===== config.mk =====
export PLATFORM = sky130hd
export DESIGN_NAME = dcache_tagv_ctrl
export DESIGN_NICKNAME = d
export VERILOG_FILES = /design/src/rtl/dcache_tagv_ctrl.sv
export SDC_FILE = /design/constraint.sdc
export NUM_CORES = 1
export LEC_CHECK = 0
export CAP_MARGIN = 20
export CORE_ASPECT_RATIO = 0.9
export CORE_MARGIN = 1.5
export CORE_UTILIZATION = 41
export CTS_CLUSTER_SIZE = 12
export DETAILED_ROUTE_END_ITERATION = 10
export PLACE_DENSITY = 0.78
export SLEW_MARGIN = 20
export SYNTH_ARGS = -nofsm -noshare
export SYNTH_HDL_FRONTEND = slang
export SYNTH_SLANG_ARGS = --single-unit
export TNS_END_PERCENT = 50

===== constraint.sdc =====
create_clock -name clk -period 2.3 [get_ports clk]
set_clock_uncertainty 0.1 [all_clocks]
set_input_delay 0.23 -clock clk [delete_from_list [all_inputs] [get_ports clk]]
set_output_delay 0.23 -clock clk [all_outputs]
set_load 0.005 [all_outputs]

===== src/rtl/dcache_tagv_ctrl.sv =====
// Tag/Valid array sequencer for the 2-way D-cache: reset/flush sweep, refill writes, CACOP invalidates.
// Optional hit-invalidate statistics are enabled by defining DCACHE_TAGV_CTRL_STAT_EN.
module dcache_tagv_ctrl #(
  parameter int addr_width = 4,
  parameter int data_width = 25,
  parameter int way        = 2
) (
  input  logic                  clk,
  input  logic                  rstn,
  output logic                  busy,
  input  logic                  refill_valid,
  output logic                  refill_ready,
  input  logic [addr_width-1:0] refill_index,
  input  logic                  refill_way,
  input  logic [data_width-1:0] refill_tag,
  input  logic                  cacop_valid,
  output logic                  cacop_ready,
  input  logic [1:0]            cacop_op,
  input  logic [addr_width-1:0] cacop_index,
  input  logic                  cacop_way,
  input  logic [data_width-1:0] cacop_tag,
  output logic                  cacop_done,
  output logic                  cacop_hit,
  input  logic [addr_width-1:0] lookup_addr,
  output logic [addr_width-1:0] tagv_addr_read,
  output logic [data_width-1:0] tagv_din_compare,
  input  logic [way-1:0]        tagv_hit,
  output logic [addr_width-1:0] tagv_addr_write,
  output logic [data_width-1:0] tagv_din_write,
  output logic [1:0]            tagv_init,
  output logic [way-1:0]        tagv_we,
  output logic [way-1:0]        tagv_unvalid
`ifdef DCACHE_TAGV_CTRL_STAT_EN
  ,
  output logic [31:0]           stat_hinv_total,
  output logic [31:0]           stat_hinv_hit
`endif
);

  typedef enum logic [2:0] {SWEEP, IDLE, WRITE, HI_RD, HI_CMP, DONE} state_t;

  localparam logic [addr_width:0] CNT_ONE = 1;

  state_t                r_state;
  state_t                w_next;
  logic [addr_width:0]   r_cnt;
  logic                  r_flush;
  logic                  r_flushDone;
  logic                  r_isRefill;
  logic                  r_way;
  logic                  r_hit;
  logic [addr_width-1:0] r_idx;
  logic [data_width-1:0] r_tag;

  logic                  w_sweepLast;
  logic                  w_refillFire;
  logic                  w_cacopFire;
  logic [addr_width-1:0] w_addrRead;
  logic [addr_width-1:0] w_addrWrite;
  logic [data_width-1:0] w_dinCompare;
  logic [data_width-1:0] w_dinWrite;
  logic [1:0]            w_init;
  logic [way-1:0]        w_we;
  logic [way-1:0]        w_unvalid;

  assign w_sweepLast  = &r_cnt;
  assign busy         = (r_state != IDLE);
  assign refill_ready = !busy;
  assign cacop_ready  = !busy && !refill_valid;
  assign w_refillFire = refill_valid && refill_ready;
  assign w_cacopFire  = cacop_valid && cacop_ready;
  assign cacop_done   = (r_state == DONE) || r_flushDone;
  assign cacop_hit    = (r_state == DONE) && r_hit;

  always_ff @(posedge clk or negedge rstn) begin
    if (!rstn) begin
      r_state     <= SWEEP;
      r_cnt       <= '0;
      r_flush     <= 1'b0;
      r_flushDone <= 1'b0;
      r_isRefill  <= 1'b0;
      r_way       <= 1'b0;
      r_hit       <= 1'b0;
      r_idx       <= '0;
      r_tag       <= '0;
    end else begin
      r_state     <= w_next;
      r_flushDone <= (r_state == SWEEP) && w_sweepLast && r_flush;
      case (r_state)
        SWEEP: begin
          r_cnt <= r_cnt + CNT_ONE;
          if (w_sweepLast) r_flush <= 1'b0;
        end
        IDLE: begin
          if (w_refillFire) begin
            r_isRefill <= 1'b1;
            r_idx      <= refill_index;
            r_way      <= refill_way;
            r_tag      <= refill_tag;
          end else if (w_cacopFire) begin
            r_isRefill <= 1'b0;
            r_idx      <= cacop_index;
            r_way      <= cacop_way;
            r_tag      <= cacop_tag;
            r_hit      <= 1'b0;
            if (cacop_op == 2'b10) begin
              r_cnt   <= '0;
              r_flush <= 1'b1;
            end
          end
        end
        HI_CMP: r_hit <= |tagv_hit;
        default: ;
      endcase
    end
  end

  always_comb begin
    w_next = r_state;
    case (r_state)
      SWEEP:  if (w_sweepLast) w_next = IDLE;
      IDLE: begin
        if (w_refillFire) begin
          w_next = WRITE;
        end else if (w_cacopFire) begin
          case (cacop_op)
            2'b00:   w_next = WRITE;
            2'b01:   w_next = HI_RD;
            2'b10:   w_next = SWEEP;
            default: w_next = DONE;
          endcase
        end
      end
      WRITE:  w_next = r_isRefill ? IDLE : DONE;
      HI_RD:  w_next = HI_CMP;
      HI_CMP: w_next = DONE;
      DONE:   w_next = IDLE;
      default: w_next = IDLE;
    endcase
  end

  // At most one of init/we/unvalid is ever driven since each belongs to a distinct state.
  always_comb begin
    w_addrRead   = lookup_addr;
    w_dinCompare = cacop_tag;
    w_addrWrite  = '0;
    w_dinWrite   = '0;
    w_init       = 2'b00;
    w_we         = '0;
    w_unvalid    = '0;
    case (r_state)
      SWEEP: begin
        w_init      = {1'b1, r_cnt[0]};
        w_addrWrite = r_cnt[addr_width:1];
      end
      WRITE: begin
        w_addrWrite = r_idx;
        w_dinWrite  = r_tag;
        if (r_isRefill) w_we[r_way] = 1'b1;
        else            w_unvalid[r_way] = 1'b1;
      end
      HI_RD: begin
        w_addrRead  = r_idx;
        w_addrWrite = r_idx;
      end
      HI_CMP: begin
        w_addrRead   = r_idx;
        w_addrWrite  = r_idx;
        w_dinCompare = r_tag;
        w_unvalid    = tagv_hit;
      end
      default: ;
    endcase
  end

  // The array must see an all-quiet interface while reset is held, even though the state is SWEEP.
  assign tagv_addr_read   = rstn ? w_addrRead   : '0;
  assign tagv_din_compare = rstn ? w_dinCompare : '0;
  assign tagv_addr_write  = rstn ? w_addrWrite  : '0;
  assign tagv_din_write   = rstn ? w_dinWrite   : '0;
  assign tagv_init        = rstn ? w_init       : '0;
  assign tagv_we          = rstn ? w_we         : '0;
  assign tagv_unvalid     = rstn ? w_unvalid    : '0;

`ifdef DCACHE_TAGV_CTRL_STAT_EN
  logic [31:0] r_statTotal;
  logic [31:0] r_statHit;

  // HI_CMP always proceeds to DONE, so counting there equals counting completions.
  always_ff @(posedge clk or negedge rstn) begin
    if (!rstn) begin
      r_statTotal <= '0;
      r_statHit   <= '0;
    end else if (r_state == HI_CMP) begin
      if (~&r_statTotal) r_statTotal <= r_statTotal + 32'd1;
      if ((|tagv_hit) && (~&r_statHit)) r_statHit <= r_statHit + 32'd1;
    end
  end

  assign stat_hinv_total = r_statTotal;
  assign stat_hinv_hit   = r_statHit;
`endif

endmodule


# After elaboration in Yosys (flattened, before gate mapping)
# Cells that the tools add are included.
[op_classes]
n_eq_ne = 13
n_lt_le_gt_ge = 2
muxes = 43
addsub = 1
reduce_logical = 24
[ops]
columns = ["cell", "count"]
rows = [
  ["25-bit 2-to-1 mux", 6],
  ["4-bit 2-to-1 mux", 5],
  ["5-bit 2-to-1 mux", 3],
  ["3-bit one-hot mux with 5 select lines", 1],
  ["2-bit 2-to-1 mux", 7],
  ["3-bit 2-to-1 mux", 4],
  ["1-bit 2-to-1 mux", 10],
  ["5-bit one-hot mux with 2 select lines", 1],
  ["5-bit AND reduction", 2],
  ["3-bit one-hot mux with 3 select lines", 1],
  ["2-bit != test (second input constant)", 4],
  ["4-bit one-hot mux with 2 select lines", 1],
  ["1-bit logical AND", 7],
  ["3-bit by 2-bit == test with 1-bit output (second input constant)", 2],
  ["3-bit == test (second input constant)", 2],
  ["2-bit nonzero test", 3],
  ["5-bit by 1-bit adder with 5-bit output (second input constant)", 1],
  ["1-bit one-hot mux with 2 select lines", 2],
  ["2-bit one-hot mux with 2 select lines", 1],
  ["2-bit AND reduction", 2],
  ["4-bit AND reduction", 1],
  ["2-bit OR reduction", 2],
  ["3-bit by 1-bit == test with 1-bit output (second input constant)", 1],
  ["3-bit logical NOT", 1],
  ["other kinds (12)", 13],
]
[totals]
out_inout_bits = 69
inputBits = 72
word_cells = 92
reg_bits = 42

# Longest topological paths before layout
[logic_depth]
ltp_word = 7
mapped_depth = 8
mapped_depth_nobuf = 7

# Worst setup path before layout
# OpenSTA, ideal clock, no wires.
[synth_timing]
kind = "flip-flop to output port"
start = "register r_state[2]"
end = "output port tagv_we[0]"
arrival_time_ns = 1.462
path_buffers = 3
path_stages_with_launch = 8
path_slack_ns = 0.508
path_cell_list = "dfrtp_1 -> buf_2 -> nor2b_1 -> and3_1 -> clkbuf_1 -> clkbuf_1 -> nand2_1 -> nor2_1"
[synth_between]
elab_chain_cells = 3
[synth_lines]
columns = ["element", "line_no", "source"]
rows = [
  ["start: declaration", "44", "state_t r_state;"],
  ["start signal: assignment", "87", "r_state <= w_next;"],
  ["3-bit by 2-bit == test with 1-bit output", "151", "case (r_state)"],
  ["2-bit 2-to-1 mux", "151", ""],
  ["2-bit 2-to-1 mux", "182", "assign tagv_we = rstn ? w_we : '0;"],
  ["end: declaration", "31", "output logic [way-1:0] tagv_we,"],
]
# No other way between the ends.

# Final worst setup path
[layout_timing]
start = "register r_state[0]"
end = "output port tagv_din_write[5]"
[layout_between]
elab_chain_cells = 3
[layout_lines]
columns = ["element", "line_no", "source"]
rows = [
  ["3-bit by 2-bit == test with 1-bit output", "151", ""],
  ["25-bit 2-to-1 mux", "151", ""],
  ["25-bit 2-to-1 mux", "180", "assign tagv_din_write = rstn ? w_dinWrite : '0;"],
  ["end: declaration", "29", "output logic [data_width-1:0] tagv_din_write,"],
]
# No other way between the ends.

==> impl_metrics.toml <==
[place]
gp_congestion = 0.889
place_area_um2 = 4520
port_buffers = 140
hpwlAfterDp_um = 7060
place_ws_ps = 179

[cells_and_area]
diodes = 0
drive_gt1_share_pct = 12.0
syn2layout_area_growth_pct = 67.7
nNetsFinal = 630
stdcell_area_um2 = 4890

[clock_network]
cts.sinks = 42
path_clk_slew_ps = 90
clkLatencyLatePin_ps = 290
cts-htree-levels = 2
cts-root-buf = "clkbuf_8"
cts_buffer_depth = 2
cts_tree = "built"
cts_inserted_buffers = 5

[route]
drt_pass1_iterations = 4
drt_drc_violations_left = 0
viasPerCell = 5.35
antenna_left = 0
routed_wl_um = 10500
wl_per_cell_um = 16.3
drt_iter0_markers = 202
num_vias = 3463

[global_route]
grt_max_degree = 36
grt_usage_pct = 27.0
first_global_vias = 3212
grt_pass1_wl_um = 16500
antenna_found_initial = 0
grt_overflow = 0

[timing]
min_period_ps = 2260
rsz0062_at_grt = "yes"
worstMarginPinSlew_ps = 504
fin_ws_ps = 43.9
fmax_mhz = 443
hold_viol_final = 0
relSlewSlack_pct = 66.3
finalSetupViolations = 0
fin_crit_sh_pct = 98.1
slew_viol_final = 0

[outcome]
status = "finished clean"

[floorplan]
start_util_pct = 43.3
chipWidth_um = 91.8
die_h_um = 83.0
dieArea_um2 = 7620
core-area_um2 = 6730
rows = 28
ios = 141

[synthesis]
yosys.area_share.adder_pct = 0.859
yosysMostFrequentCell = "nand2_1"
synth-edff-count = 0
synth_area_per_cell_um2 = 7.37
muxShareOfSynthArea_pct = 1.76
synth.distinct_cells = 35
synth_commonest_cells = "nand2_1 (117), dfrtp_1 (42), nor2_1 (40)"
synth-simple-area-share_pct = 33.5
synth_top_family_by_area = "simple AND/OR/NAND/NOR gates"
synthTopCellsByArea = "dfrtp_1 (36%), nand2_1 (15%), a21boi_0 (7.5%)"
synth_area_leader_cell = "dfrtp_1"
synth-seq-cells = 42
synth_seq_area_share_pct = 36.1
syn-num-nets = 469
synth-xor-area-share_pct = 0
async_flop_share_pct = 100
synth_ff_type = "dfrtp_1"
syn_area_um2 = 2910
synth_top_area_share_pct = 36.1
ys_warn_count = 0
synth_compound_area_share_pct = 21.6
syn_inst = 395

[pwr]
p_leak_nw = 2.65
ir_drop_mv = 0.491
power_density_nw_per_um2 = 982

[worst_setup_path]
r2r.worst_path.cells = 8
r2r_slack_ps = 210
r2r-start = "r_state[1]"
cp-start-kind = "flip-flop"
r2r_end = "r_state[2]"
cp_max_fo = 13
required_ps = 1970
worstSetupPathType = "reg2out"
end_kind = "output pin"
crit_arrival_ps = 1930

[worst_hold_path]
hold_class = "in2async"

[run]
maxCapViolations = 0
-- metal layers --
layer	GRT usage [%]	up-vias	share of wire, %
met4	6.29	0	2.6
met3	4.30	26	6.6
met2	47.0	158	49
met5	0	-	0
li1	-	1645	-
met1	34.9	1634	42
-- worst max-delay path by stage --
stage	cells after the start	end	startpoint	slack [ps]
final	6	tagv_din_write[5]	r_state[0]	40
after global placement	6	tagv_addr_read[1]	r_state[1]	250
after CTS	6	tagv_din_compare[12]	r_state[1]	-0.4
after detailed placement	6	tagv_addr_read[1]	r_state[1]	180
after global routing	6	tagv_din_write[2]	r_state[0]	-30
after floorplan	7	tagv_we[0]	r_state[2]	510
-- stage by stage --
step	setup TNS, ps	utilization, %	instances	hold slack, ps	power, mW
2_1_floorplan	0	-	395	-166	2.78
3_3_place_gp	0	67.2	623	-4.70	3.92
3_5_place_dp	0	67.2	623	1.91	4.00
4_1_cts	-0.409	70.5	641	139	4.69
5_1_grt	-336	72.6	647	162	5.16
6_report	0	72.6	647	152	4.80
-- cell usage in the layout, fill, tap and decap left out, drive strengths merged, types with 2 or more instances in the layout --
cell and n:
clkbuf 9, inv 5, nor2b 6, nor3 3, o21ai 10, nand2 117, a21o 5, buf 42
a22o 2, a21boi 29, and3 6, dfrtp 42, dlygate4sd2 18, a22oi 10, a31oi 25, nor2 40
or2 3, a21oi 7, nand2b 3, ha 2, dlygate4sd3 3, clkdlybuf4s50 91, nand3 7, and2 32
dlymetal6s2s 27, mux2i 4
-- what timing repair did --
action,CTS,global route
endpoints found under the setup margin,39,47
buffers inserted,5,5
hold buffers,3,0
resized for setup,42,44
hold endpoints to repair,14,0
cloned,2,1
pin swaps,0,6
-- power breakdown --
part | internal [mW] | switching, mW
sequential | 1.11 | 0.330
combinational | 1.48 | 1.38
clock | 0.243 | 0.262
-- area by class of cell --
class,count,area [um2]
Clock inverter,1,5.00
Timing Repair Buffer,184,1890
Tap cell,90,113
Multi-Input combinational cell,318,1720
Sequential cell,42,1050
Inverter,5,18.8
Clock buffer,7,86.3
Fill cell,545,1840
-- logic make-up after synthesis --
kind of cell,count (synthesis)
buffers and inverters,35
DFF,42
adders and majority gates,2
muxes,5
and+or+nand+nor,219
AOI/OAI and AO/OA,92
-- critical path, cell delays in order (launching register included) --
cell and delay, ps:
dfrtp_1 410, buf_6 140, inv_1 70, and3_4 230
clkbuf_16 170, and2_1 130, clkdlybuf4s50_1 490
-- state kept, by name, indices dropped and copies added, names as in the netlist --
| signal | flops |
|---|---|
| r_cnt | 5 |
| r_flush | 1 |
| r_flushDone | 1 |
| r_hit | 1 |
| r_idx | 4 |
| r_isRefill | 1 |
| r_state | 3 |
| r_tag | 25 |
| r_way | 1 |
Power figures use the tool's default switching activity.
